File: config.mk
export PLATFORM = sky130hd
export DESIGN_NAME = maze_solve_gen
export DESIGN_NICKNAME = d
export VERILOG_FILES = /design/src/rtl/maze_solve_gen.sv
export SDC_FILE = /design/constraint.sdc
export NUM_CORES = 1
export LEC_CHECK = 0
export BUFFER_PORTS_ARGS = -buffer_cell sky130_fd_sc_hd__buf_2
export CORE_UTILIZATION = 48
export CTS_CLUSTER_DIAMETER = 30
export DETAILED_ROUTE_END_ITERATION = 10
export HOLD_SLACK_MARGIN = 0.03
export PLACE_DENSITY = 0.77
export SLEW_MARGIN = 30
export SYNTH_ARGS = -nofsm -noshare
export SYNTH_HDL_FRONTEND = slang
export SYNTH_SLANG_ARGS = --single-unit
File: constraint.sdc
create_clock -name clk -period 2.1 [get_ports clk]
set_input_delay 0.42 -clock clk [delete_from_list [all_inputs] [get_ports clk]]
set_output_delay 0.42 -clock clk [all_outputs]
set_load 0.02 [all_outputs]
File: src/rtl/maze_solve_gen.sv
// maze_solve_gen: maze solver sequencer between cmd_proc and navigate.
// It picks one of four solve policies and steps the heading in quarter turns.
// It sequences the heading-change and forward-move handshakes until sol_cmplt.
// Optional move watchdog: define MS_TMO_EN. In the default build err is tied 0.
module maze_solve_gen #(
    parameter int unsigned HDNG_W = 12,
    parameter int unsigned TCNT_W = 8,
    parameter int unsigned TMO_W  = 20
) (
    input  logic              clk,
    input  logic              rst,
    input  logic              cmd_md,
    input  logic [1:0]        cmd,
    input  logic              lft_opn,
    input  logic              rght_opn,
    input  logic              mv_cmplt,
    input  logic              sol_cmplt,
    output logic              strt_hdng,
    output logic [HDNG_W-1:0] dsrd_hdng,
    output logic              strt_mv,
    output logic              stp_lft,
    output logic              stp_rght,
    output logic              busy,
    output logic [TCNT_W-1:0] turn_cnt,
    output logic              err
);

    typedef enum logic [2:0] {
        IDLE,
        MOVE,
        HDNG_KICK,
        HDNG_WAIT,
        MV_KICK
    } state_t;

    state_t            state_q, state_d;
    logic [1:0]        hdng_idx_q, hdng_idx_d;
    logic [1:0]        policy_q, policy_d;
    logic [TCNT_W-1:0] turn_cnt_q, turn_cnt_d;
    logic              strt_hdng_q, strt_hdng_d;
    logic              strt_mv_q, strt_mv_d;
    logic [1:0]        turn_amt;
    logic              lft_first;
    logic              tmo_hit;

    // Pick the heading step for the latched policy: +1 left, +3 right, +2 U-turn
    always_comb begin
        lft_first = (policy_q == 2'b01) || (policy_q == 2'b10);
        turn_amt  = 2'd2;
        if (lft_first) begin
            if (lft_opn)       turn_amt = 2'd1;
            else if (rght_opn) turn_amt = 2'd3;
        end else begin
            if (rght_opn)      turn_amt = 2'd3;
            else if (lft_opn)  turn_amt = 2'd1;
        end
    end

    // Next-state, heading/policy/turn-count updates and the pulses for the next cycle
    always_comb begin
        state_d     = state_q;
        hdng_idx_d  = hdng_idx_q;
        policy_d    = policy_q;
        turn_cnt_d  = turn_cnt_q;
        strt_hdng_d = 1'b0;
        strt_mv_d   = 1'b0;
        case (state_q)
            IDLE: begin
                if (!cmd_md) begin
                    policy_d   = cmd;
                    turn_cnt_d = '0;
                    strt_mv_d  = 1'b1;
                    state_d    = MOVE;
                end
            end
            MOVE: begin
                if (cmd_md || tmo_hit || sol_cmplt) begin
                    state_d = IDLE;
                end else if (mv_cmplt) begin
                    hdng_idx_d  = hdng_idx_q + turn_amt;
                    if (turn_cnt_q != '1) begin
                        turn_cnt_d = turn_cnt_q + 1'b1;
                    end
                    strt_hdng_d = 1'b1;
                    state_d     = HDNG_KICK;
                end
            end
            HDNG_KICK: begin
                state_d = cmd_md ? IDLE : HDNG_WAIT;
            end
            HDNG_WAIT: begin
                if (cmd_md || tmo_hit) begin
                    state_d = IDLE;
                end else if (mv_cmplt) begin
                    strt_mv_d = 1'b1;
                    state_d   = MV_KICK;
                end
            end
            MV_KICK: begin
                state_d = cmd_md ? IDLE : MOVE;
            end
            default: begin
                state_d = IDLE;
            end
        endcase
    end

    // Control and heading registers
    always_ff @(posedge clk) begin
        if (rst) begin
            state_q     <= IDLE;
            hdng_idx_q  <= '0;
            policy_q    <= '0;
            turn_cnt_q  <= '0;
            strt_hdng_q <= 1'b0;
            strt_mv_q   <= 1'b0;
        end else begin
            state_q     <= state_d;
            hdng_idx_q  <= hdng_idx_d;
            policy_q    <= policy_d;
            turn_cnt_q  <= turn_cnt_d;
            strt_hdng_q <= strt_hdng_d;
            strt_mv_q   <= strt_mv_d;
        end
    end

`ifdef MS_TMO_EN
    logic [TMO_W-1:0] tmo_cnt_q, tmo_cnt_d;
    logic             err_q, err_d;

    assign tmo_hit = ((state_q == MOVE) || (state_q == HDNG_WAIT)) && (tmo_cnt_q == '1);

    // Watchdog: restart on every state change, count only while waiting on navigate
    always_comb begin
        err_d = err_q | tmo_hit;
        if (state_d != state_q) begin
            tmo_cnt_d = '0;
        end else if ((state_q == MOVE) || (state_q == HDNG_WAIT)) begin
            tmo_cnt_d = tmo_cnt_q + 1'b1;
        end else begin
            tmo_cnt_d = tmo_cnt_q;
        end
    end

    // Watchdog counter and sticky error flag
    always_ff @(posedge clk) begin
        if (rst) begin
            tmo_cnt_q <= '0;
            err_q     <= 1'b0;
        end else begin
            tmo_cnt_q <= tmo_cnt_d;
            err_q     <= err_d;
        end
    end

    assign err = err_q;
`else
    assign tmo_hit = 1'b0;
    assign err     = 1'b0;
`endif

    assign strt_hdng = strt_hdng_q;
    assign strt_mv   = strt_mv_q;
    assign dsrd_hdng = {hdng_idx_q, {(HDNG_W-2){1'b0}}};
    assign busy      = (state_q != IDLE);
    assign stp_lft   = busy && (policy_q == 2'b01);
    assign stp_rght  = busy && (policy_q == 2'b00);
    assign turn_cnt  = turn_cnt_q;

endmodule
# Word level (Yosys, flattened, before mapping)

Cells that the tools add are included.

Add/subtract/negate cells: 2
Reduce and logical (&&, ||, !) cells: 13
Equal/unequal tests: 13
Mux-type cells: 22
Bitwise operators: 3

Operator list:

| kind                                           | number |
|---|---|
| 2-to-1 mux 8 bit                               | 4 |
| case mux 8 bit (2 select lines)                | 1 |
| 2-to-1 mux 3 bit                               | 5 |
| case mux 3 bit (5 select lines)                | 1 |
| 2-to-1 mux 2 bit                               | 5 |
| adder 8 x 1 -> 8 bit (second input constant)   | 1 |
| inequality test 2 bit (second input constant)  | 4 |
| inequality test 8 bit (second input constant)  | 1 |
| == test 3 x 2 -> 1 bit (second input constant) | 2 |
| inequality test 3 bit (second input constant)  | 2 |
| AND reduction 3 bit                            | 2 |
| 2-to-1 mux 1 bit                               | 5 |
| AND reduction 5 bit                            | 1 |
| == test 3 x 1 -> 1 bit (second input constant) | 1 |
| == test 3 bit (second input constant)          | 1 |
| zero test 3 bit                                | 1 |
| inverter 1 bit                                 | 3 |
| nonzero test 3 bit                             | 1 |
| OR reduction 3 bit                             | 1 |
| adder 2 bit                                    | 1 |
| == test 2 x 1 -> 1 bit (second input constant) | 1 |
| == test 2 bit (second input constant)          | 1 |
| logical AND 1 bit                              | 2 |
| zero test 2 bit                                | 1 |
| other kinds (4)                                | 5 |

Input bits: 9
Bits in registers: 17
Output and inout bits: 26

# Longest topological paths before layout

Gate-level depths: netlist of run 1.

Depth in word-level cells: 5
Gate-level depth with buffers: 6
Mapped depth without buffers: 6

# Worst setup path before layout of run 1

Ideal clock, no wire load.

Path type: input to register
Start: in lft_opn
End: reg hdng_idx_q[1]
Library setup time: 121 ps
Arrival time: 1482 ps
Required time: 1979 ps
Path slack: 498 ps
Stages: 5
Path through: or2_2 ha_1 and3_1 o21bai_1 mux2_2

Word-level cells in the longest chain between the ends: 4
Elaborated cells on any way between the ends: 5
Those cells by class: 1 x add/sub; 4 x mux

Ends and longest elaborated chain:

| element              | RTL line | RTL |
|---|---|---|
| start, declared      | 14       | `input logic lft_opn,` |
| 2-to-1 mux 2 bit     | 55       | `else if (lft_opn) turn_amt = 2'd1;` |
| 2-to-1 mux 2 bit     | 54       | `if (rght_opn) turn_amt = 2'd3;` |
| 2-to-1 mux 2 bit (*) | 50       | `if (lft_first) begin` |
| adder 2 bit (*)      | 80       | `hdng_idx_d = hdng_idx_q + turn_amt;` |
| end signal, assigned | 119      | `hdng_idx_q <= hdng_idx_d;` |
| end, declared        | 37       | `logic [1:0] hdng_idx_q, hdng_idx_d;` |

Mark *: on every way between the ends. The rest lies on a longest branch, timed or not.
A chain may end at the register's enable or synchronous reset.

# Worst setup path in the final report of run 1

Start: reg state_q[0]
End: out stp_lft

Word-level cells in the longest chain between the ends: 2

Ends and longest elaborated chain:

| element                | RTL line | RTL |
|---|---|---|
| start, declared        | 36       | `state_t state_q, state_d;` |
| start signal, assigned | 118      | `state_q <= state_d;` |
| nonzero test 3 bit     | 165      | `assign busy = (state_q != IDLE);` |
| logical AND 1 bit      | 166      | `assign stp_lft = busy && (policy_q == 2'b01);` |
| end, declared          | 21       | `output logic stp_lft,` |

Every way passes these cells.

==> flow_summary.ini, run 1 <==
[outcome]
run_status = finished clean

[layout]
nNetsFinal = 158
multi_input_area_um2 = 558
final_cells = 171
drive_above_1_share = 0.229
regArea_um2 = 340
areaGrowthSynthToFinish_pct = 11.3
fillers = 203
num_antenna_cells = 0
fin_area_um2 = 1100

[sta]
setup_slack_ps = 257
worst_slew_pin_slew_ps = 608
maxSlewViolCount = 0
hold_viol_final = 0
max_freq_mhz = 543
fin_tns_setup_ps = 0
rsz0062_at_grt = no
setup_viol = 0
finalClockSkew_ps = 1.25
hold_ws_ps = 367
slew_headroom = 0.591
min_period_ps = 1840
post-route-period-util = 0.878

[logic_synthesis]
yosysUniqueCellTypes = 35
synthCells = 121
yosysMostFrequentCell = dfxtp_1
synth_area_per_cell_um2 = 8.14
ys_top_cells_by_count = 17 x dfxtp_1, 12 x buf_4, 10 x nand2_1, 10 x nor2_1, 9 x a21oi_1
synthTopCellsByArea = dfxtp_1 35%, buf_4 9.1%, a31oi_1 5.1%
synth_warnings = 0
ys_seq_area_frac = 0.346
synthArstFlopShare = 0
ys.flop_type = dfxtp_1
synth_top_cell_area_share = 0.346
ys_ff_latch = 17
yosys.area.top_type = dfxtp_1
synth-edff-count = 0
syn_area_um2 = 985

[clock_network]
post_cts_buffers = 0
htree_num_levels = 1
cts_tree = yes
cts_made_buffers = 3
cts-root-buf = clkbuf_4
clk_path_buf_depth = 2
cts_hold_buffers = 0
cts_resized = 0
cts.sinks = 17
clock_latency_ps = 280
path_clk_slew_ps = 90

[die]
coreArea_um2 = 1940
die_w_um = 47.3
die-area_um2 = 2240
rows = 16
dieHeight_um = 47.3
initial_core_util = 0.507
ioPinCount = 35

[global_routing]
grt_pass1_wl_um = 2960
first_global_vias = 752
grt_use_met2 = 0.321
grt-busiest-layer = met2
antenna_found_initial = 0
grt_use_met3 = 0.0692
use_met1 = 0.217
grt_usage = 0.190
grt_start_max_net_pins = 14
grt.overflow.total = 0

[placed_design]
placed_area_um2 = 1070
dp.cells = 167
dpl.hpwl_um = 1520
dp_slack_ps = 313
io_buffers = 23
routabilityCongestion = 0.845

[worst_setup_path]
cp-start-kind = register
crit_path_end_kind = primary output
worstSetupPathType = register to primary output
arrival_ps = 1420
required_ps = 1680
cp_max_fo = 10

[detailed_routing]
via_per_inst = 5.33
drtAntennaViolNets = 0
totalWireLength_um = 1940
dr.pass1.iters = 4
via_count = 912
wl_per_cell_um = 11.4
drc = 0
drt_iter0_drc = 14

[min_path]
hold_class = input pin to register

[power]
peakVddDrop_uv = 412
p_leak_nw = 0.499
p_per_area_nw_per_um2 = 540

[job]
max_cap_viol_count = 0
## where the power goes
part,switching [mW],internal (mW)
Sequential,0.00527,0.328
Combinational,0.0584,0.0290
Clock,0.0979,0.0738
## placed cells by master, fill, tap and decap left out, types with 2 or more instances in the layout
master / n
and2_1: 2
nand3_1: 8
nor2b_1: 2
dfxtp_1: 17
ha_1: 4
o211ai_1: 2
a21oi_1: 9
or2_2: 3
nor2_1: 10
conb_1: 11
o21ai_0: 5
nand2_1: 10
a31oi_1: 8
clkbuf_4: 3
or3_1: 4
buf_2: 23
inv_1: 4
## metal layers
layer | vias to the layer above | part of all wire
met5 | - | 0
met4 | 0 | 0.0062
met3 | 2 | 0.054
met2 | 27 | 0.52
met1 | 431 | 0.42
li1 | 452 | -
## final timing paths
check,from,to,slack (ps),cells after the start
worst max-delay path,state_q[0],stp_lft,260,3
worst min-delay path,cmd[1],policy_q[1],370,3
worst max register to register,policy_q[0],hdng_idx_q[1],460,6
worst min register to register,policy_q[1],policy_q[1],470,2
## logic make-up (layout without fill, tap and decap cells)
| family | count (synthesis) | count (layout) | share of synthesized area |
|---|---|---|---|
| buf+inv | 19 | 32 | 0.126 |
| compound gates | 27 | 27 | 0.163 |
| fa+ha+maj | 4 | 4 | 0.0508 |
| other cells | 1 | 11 | 0.00381 |
| simple gates | 51 | 51 | 0.290 |
| mux | 2 | 2 | 0.0216 |
| flops | 17 | 17 | 0.346 |
## cell type report
type	count	share of cell area
multi-input combinational	95	0.509
sequential	17	0.311
timing repair buffer	24	0.112
tap	27	0.0308
clock buffer	4	0.0240
inverter	4	0.0137
## per-stage QoR
step,util,total power [mW]
finish,0.564,0.592
global route,0.564,0.624
CTS,0.564,0.601
detailed placement,0.551,0.428
global placement,0.551,0.424
floorplan,-,0.418
## state kept, by name, summed over array words and instances, names as in the netlist
| signal | count |
|---|---|
| strt_hdng | 1 |
| strt_mv | 1 |
| policy_q | 2 |
| hdng_idx_q | 2 |
| turn_cnt | 8 |
| state_q | 3 |
## critical path: stages (launching register included)
cell and delay (ps):
dfxtp_1 390, or3_1 420, and2_1 180, buf_2 150
(Power assumes the default switching activity.)
==> run 2: changes to the inputs <==
--- a/config.mk
+++ b/config.mk
@@ -6,11 +6,11 @@
 export NUM_CORES = 1
 export LEC_CHECK = 0
 export BUFFER_PORTS_ARGS = -buffer_cell sky130_fd_sc_hd__buf_2
-export CORE_UTILIZATION = 48
+export CORE_UTILIZATION = 49
 export CTS_CLUSTER_DIAMETER = 30
 export DETAILED_ROUTE_END_ITERATION = 10
 export HOLD_SLACK_MARGIN = 0.03
-export PLACE_DENSITY = 0.77
+export PLACE_DENSITY = 0.79
 export SLEW_MARGIN = 30
 export SYNTH_ARGS = -nofsm -noshare
 export SYNTH_HDL_FRONTEND = slang
==> constraint.sdc (replaced) <==
create_clock -name clk -period 2.3 [get_ports clk]
set_input_delay 0.46 -clock clk [delete_from_list [all_inputs] [get_ports clk]]
set_output_delay 0.46 -clock clk [all_outputs]
set_load 0.02 [all_outputs]
==> run 2 against run 1 <==
  * Sequential power down 8.7%
  * Final cell count down 1.2%
  * Clock power down 9%
  * Worst hold slack better by 36 ps
  * Global-route usage down 0.32 points
  * Largest cell class unchanged
  * Largest power group unchanged
  * Highest routed layer unchanged
==> flow_summary.ini, run 2 (synthesis results as in run 1) <==
[sta]
fin_tns_setup_ps = 0
rsz0062_at_grt = no
max_freq_mhz = 534
hold_viol_final = 0
maxSlewViolCount = 0
finalClockSkew_ps = 3.43
setup_viol = 0
post-route-period-util = 0.814
min_period_ps = 1870
slew_headroom = 0.669
worst_slew_pin_slew_ps = 492

[worst_setup_path]
crit_path_start = state_q[0]
reg2reg_slack_ps = 650
required_ps = 1840
cp-start-kind = register
arrival_ps = 1410
cp_num_buf_inv = 1
ff2ff_path_depth = 3
crit_path_end_kind = primary output
slowest_stage = or3_1
cp_max_fo = 10
cp.depth = 3
crit_family = simple AND/OR/NAND/NOR gates
r2r-end = turn_cnt[4]
r2r_start = state_q[0]
worstSetupPathType = register to primary output
path_cells = or3_1 > and2_1 > buf_2
max_stage_delay_ps = 410

[die]
die_w_um = 46.8
die-area_um2 = 2190
dieHeight_um = 46.8
rows = 15
ioPinCount = 35
coreArea_um2 = 1800
initial_core_util = 0.547

[min_path]
hold_class = input pin to register
holdCritStartpoint = cmd[1]
hold_depth = 3
hold_end = policy_q[1]

[global_routing]
grt.overflow.total = 0
antenna_found_initial = 0
grt_usage = 0.187
grt_pass1_wl_um = 2930
first_global_vias = 715
grt_start_max_net_pins = 14

[detailed_routing]
via_per_inst = 5.15
totalWireLength_um = 1850
drtAntennaViolNets = 0
via_count = 870
drt_iter0_drc = 22
dr.pass1.iters = 4
drc = 0
wl_per_cell_um = 11.0

[layout]
mostFrequentLayoutCells = 23 x buf_2, 17 x dfxtp_1, 11 x conb_1
largest_reg_flops = 8
layout_commonest_cell = buf_2
nNetsFinal = 158
num_antenna_cells = 0
drive_above_1_share = 0.229
areaGrowthSynthToFinish_pct = 11.1

[clock_network]
cts.sinks = 17
cts_resized = 0
htree_num_levels = 1
cts_hold_buffers = 0
post_cts_buffers = 0
cts_made_buffers = 3
path_clk_slew_ps = 90
cts-root-buf = clkbuf_4
cts_tree = yes
clk_path_buf_depth = 2
clock_latency_ps = 290

[placed_design]
io_buffers = 23
routabilityCongestion = 0.857
dpl.hpwl_um = 1370

[power]
peakVddDrop_uv = 294
p_per_area_nw_per_um2 = 493
p_leak_nw = 0.499
total_power_mw = 0.539

[job]
max_cap_viol_count = 0

[outcome]
run_status = finished clean
==> run 2: cell counts in the layout (fill, tap and decap cells not counted) <==
Identical to the previous run, type by type.
==> run 2: worst max path at each step <==
stage,endpoint,slack [ps]
final,stp_rght,430
after global routing,stp_lft,350
after CTS,stp_lft,420
after detailed placement,hdng_idx_q[1],470
after global placement,hdng_idx_q[1],530
after floorplan,hdng_idx_q[1],660
==> run 2: area by class of cell <==
type	count	area, µm²
fill	178	708
sequential	17	340
clock buffer	4	26.3
multi-input combinational	95	558
tap	25	31.3
timing repair buffer	24	123
inverter	4	15.0
==> run 2: routing by layer <==
metal,routed length [µm],track usage,vias to the layer above
li1,-,-,452
met1,834,0.226,390
met2,901,0.317,26
met3,103,0.0577,2
met4,14,0.0571,0
met5,0,0,-
==> run 2: per-stage QoR <==
stage | cell area (µm²) | instances | utilization | worst slack (ps) | hold slack, ps
after floorplan | 1020 | 131 | - | 658 | 436
after global placement | 1070 | 165 | 0.592 | 528 | 444
after detailed placement | 1070 | 165 | 0.592 | 475 | 447
after CTS | 1090 | 169 | 0.607 | 424 | 394
after global routing | 1090 | 169 | 0.607 | 354 | 409
final | 1090 | 169 | 0.607 | 427 | 403
==> run 2: where the power goes <==
part           switching [mW]  internal [mW]  total, mW  leakage [nW]
sequential            0.00483          0.299      0.304         0.138
clock                  0.0890         0.0674      0.156        0.0150
combinational          0.0520         0.0264     0.0784         0.346
total                   0.146          0.393      0.539         0.499
==> run 2: worst reg2reg max path: stages, from the launching register on <==
cell and delay, ps:
dfxtp_1 490, or3b_1 420, or4_1 490, a31oi_1 180
==> run 3: changes to the inputs <==
--- a/config.mk
+++ b/config.mk
@@ -6,11 +6,11 @@
 export NUM_CORES = 1
 export LEC_CHECK = 0
 export BUFFER_PORTS_ARGS = -buffer_cell sky130_fd_sc_hd__buf_2
-export CORE_UTILIZATION = 49
+export CORE_UTILIZATION = 48
 export CTS_CLUSTER_DIAMETER = 30
 export DETAILED_ROUTE_END_ITERATION = 10
 export HOLD_SLACK_MARGIN = 0.03
-export PLACE_DENSITY = 0.79
+export PLACE_DENSITY = 0.77
 export SLEW_MARGIN = 30
 export SYNTH_ARGS = -nofsm -noshare
 export SYNTH_HDL_FRONTEND = slang
==> constraint.sdc (replaced) <==
create_clock -name clk -period 1.75 [get_ports clk]
set_input_delay 0.35 -clock clk [delete_from_list [all_inputs] [get_ports clk]]
set_output_delay 0.35 -clock clk [all_outputs]
set_load 0.02 [all_outputs]
==> run 3 against run 2 <==
  * Register-to-register slack lost 570 ps
  * Flip-flop and latch count unchanged
  * Critical path depth unchanged
  * Clock skew is essentially flat
  * Clock power rose by 37%
  * Sequential power grew 31%
  * Combinational power is 45% higher
  * Non-clock buffer count rose by 3
  * Largest cell class unchanged
  * Largest power group unchanged
  * Highest routed layer unchanged
==> flow_summary.ini, run 3 (synthesis results as in run 1) <==
[global_routing]
first_global_vias = 677
grt_pass1_wl_um = 2910
antenna_found_initial = 0
grt_usage = 0.187
grt.overflow.total = 0
grt_start_max_net_pins = 14

[clock_network]
cts_tree = yes
htree_num_levels = 1
clk_path_buf_depth = 2
cts.sinks = 17
cts-root-buf = clkbuf_4
clock_latency_ps = 290
cts_made_buffers = 3
path_clk_slew_ps = 100

[power]
total_power_mw = 0.725
p_leak_nw = 0.524
p_per_area_nw_per_um2 = 630
peakVddDrop_uv = 541

[sta]
fin_tns_setup_ps = 0
maxSlewViolCount = 0
min_period_ps = 1700
rsz0062_at_grt = no
slew_headroom = 0.618
max_freq_mhz = 588
hold_viol_final = 0
worst_slew_pin_slew_ps = 568
post-route-period-util = 0.971
setup_viol = 0
hold_ws_ps = 284
finalClockSkew_ps = 3.87
setup_slack_ps = 50.6

[worst_setup_path]
max_stage_delay_ps = 400
crit_family = simple AND/OR/NAND/NOR gates
arrival_ps = 1350
crit_end = stp_rght
crit_path_start = state_q[0]
path_cells = or3_4 > and2_4 > buf_6
r2r_start = policy_q[0]
required_ps = 1400
crit_path_end_kind = primary output
ff2ff_path_depth = 6
slowest_stage = or3_4
worstSetupPathType = register to primary output
cp-start-kind = register
r2r-end = hdng_idx_q[1]
reg2reg_slack_ps = 80
cp_max_fo = 6
cp_num_buf_inv = 1
cp.depth = 3

[detailed_routing]
drc = 0
via_count = 916
totalWireLength_um = 1980
drtAntennaViolNets = 0
via_per_inst = 5.26
drt_iter0_drc = 13
wl_per_cell_um = 11.4
dr.pass1.iters = 4

[outcome]
run_status = finished clean

[layout]
num_antenna_cells = 0
drive_above_1_share = 0.293
final_util = 0.593
layout_commonest_cell = buf_2
fin_area_um2 = 1150
largest_reg_flops = 8
areaGrowthSynthToFinish_pct = 16.9
nNetsFinal = 161
mostFrequentLayoutCells = 21 x buf_2, 14 x dfxtp_1, 11 x conb_1
final_cells = 174
fillers = 193

[die]
die_w_um = 47.3
ioPinCount = 35
dieHeight_um = 47.3
coreArea_um2 = 1940
die-area_um2 = 2240
initial_core_util = 0.507
rows = 16

[placed_design]
io_buffers = 23
dpl.hpwl_um = 1490
routabilityCongestion = 0.842
placed_area_um2 = 1060
dp.cells = 166
dp_slack_ps = 1.80

[job]
max_cap_viol_count = 0

[min_path]
hold_class = input pin to register
-- run 3: report_power, final --
part           total (mW)  switching (mW)  internal, mW
clock               0.213           0.128        0.0850
sequential          0.397         0.00548         0.392
combinational       0.114          0.0727        0.0415
total               0.725           0.206         0.518
-- run 3: worst min-delay path: cells and delay by family --
kind                   cells  cell delay [ps]
AOI/OAI and AO/OA          1               50
buffers and inverters      1               90
and+or+nand+nor            1               40
-- run 3: how the worst min path moves through the flow --
stage | from | end | slack [ps] | cells past startpoint
after detailed placement | policy_q[1] | policy_q[1] | 450 | 2
after floorplan | policy_q[1] | policy_q[1] | 440 | 2
after global placement | policy_q[1] | policy_q[1] | 450 | 2
final | cmd[1] | policy_q[1] | 280 | 3
after CTS | cmd[1] | policy_q[1] | 270 | 3
after global routing | cmd[1] | policy_q[1] | 270 | 3
-- run 3: area by class of cell --
cell class              instances  area [µm²]  area share
multi-input cells              95         568       0.493
flip-flops and latches         17         349       0.303
repair buffers                 27         158       0.137
well taps                      27        33.8      0.0293
clock buffers                   3        22.5      0.0196
inverters                       4        15.0      0.0130
clock inverters                 1        5.00     0.00435
-- run 3: per-layer routing --
layer,routed length [µm],global-route usage
met5,0,0
met4,10,0.0343
met3,86,0.0692
met2,994,0.307
met1,890,0.234
-- run 3: what timing repair did --
action                     in CTS  in global routing
hold buffers                    0                  0
buffers inserted                0                  4
resized for setup               3                 10
pin swaps                       0                  1
hold endpoints to repair        0                  0
setup endpoints to repair       2                  8
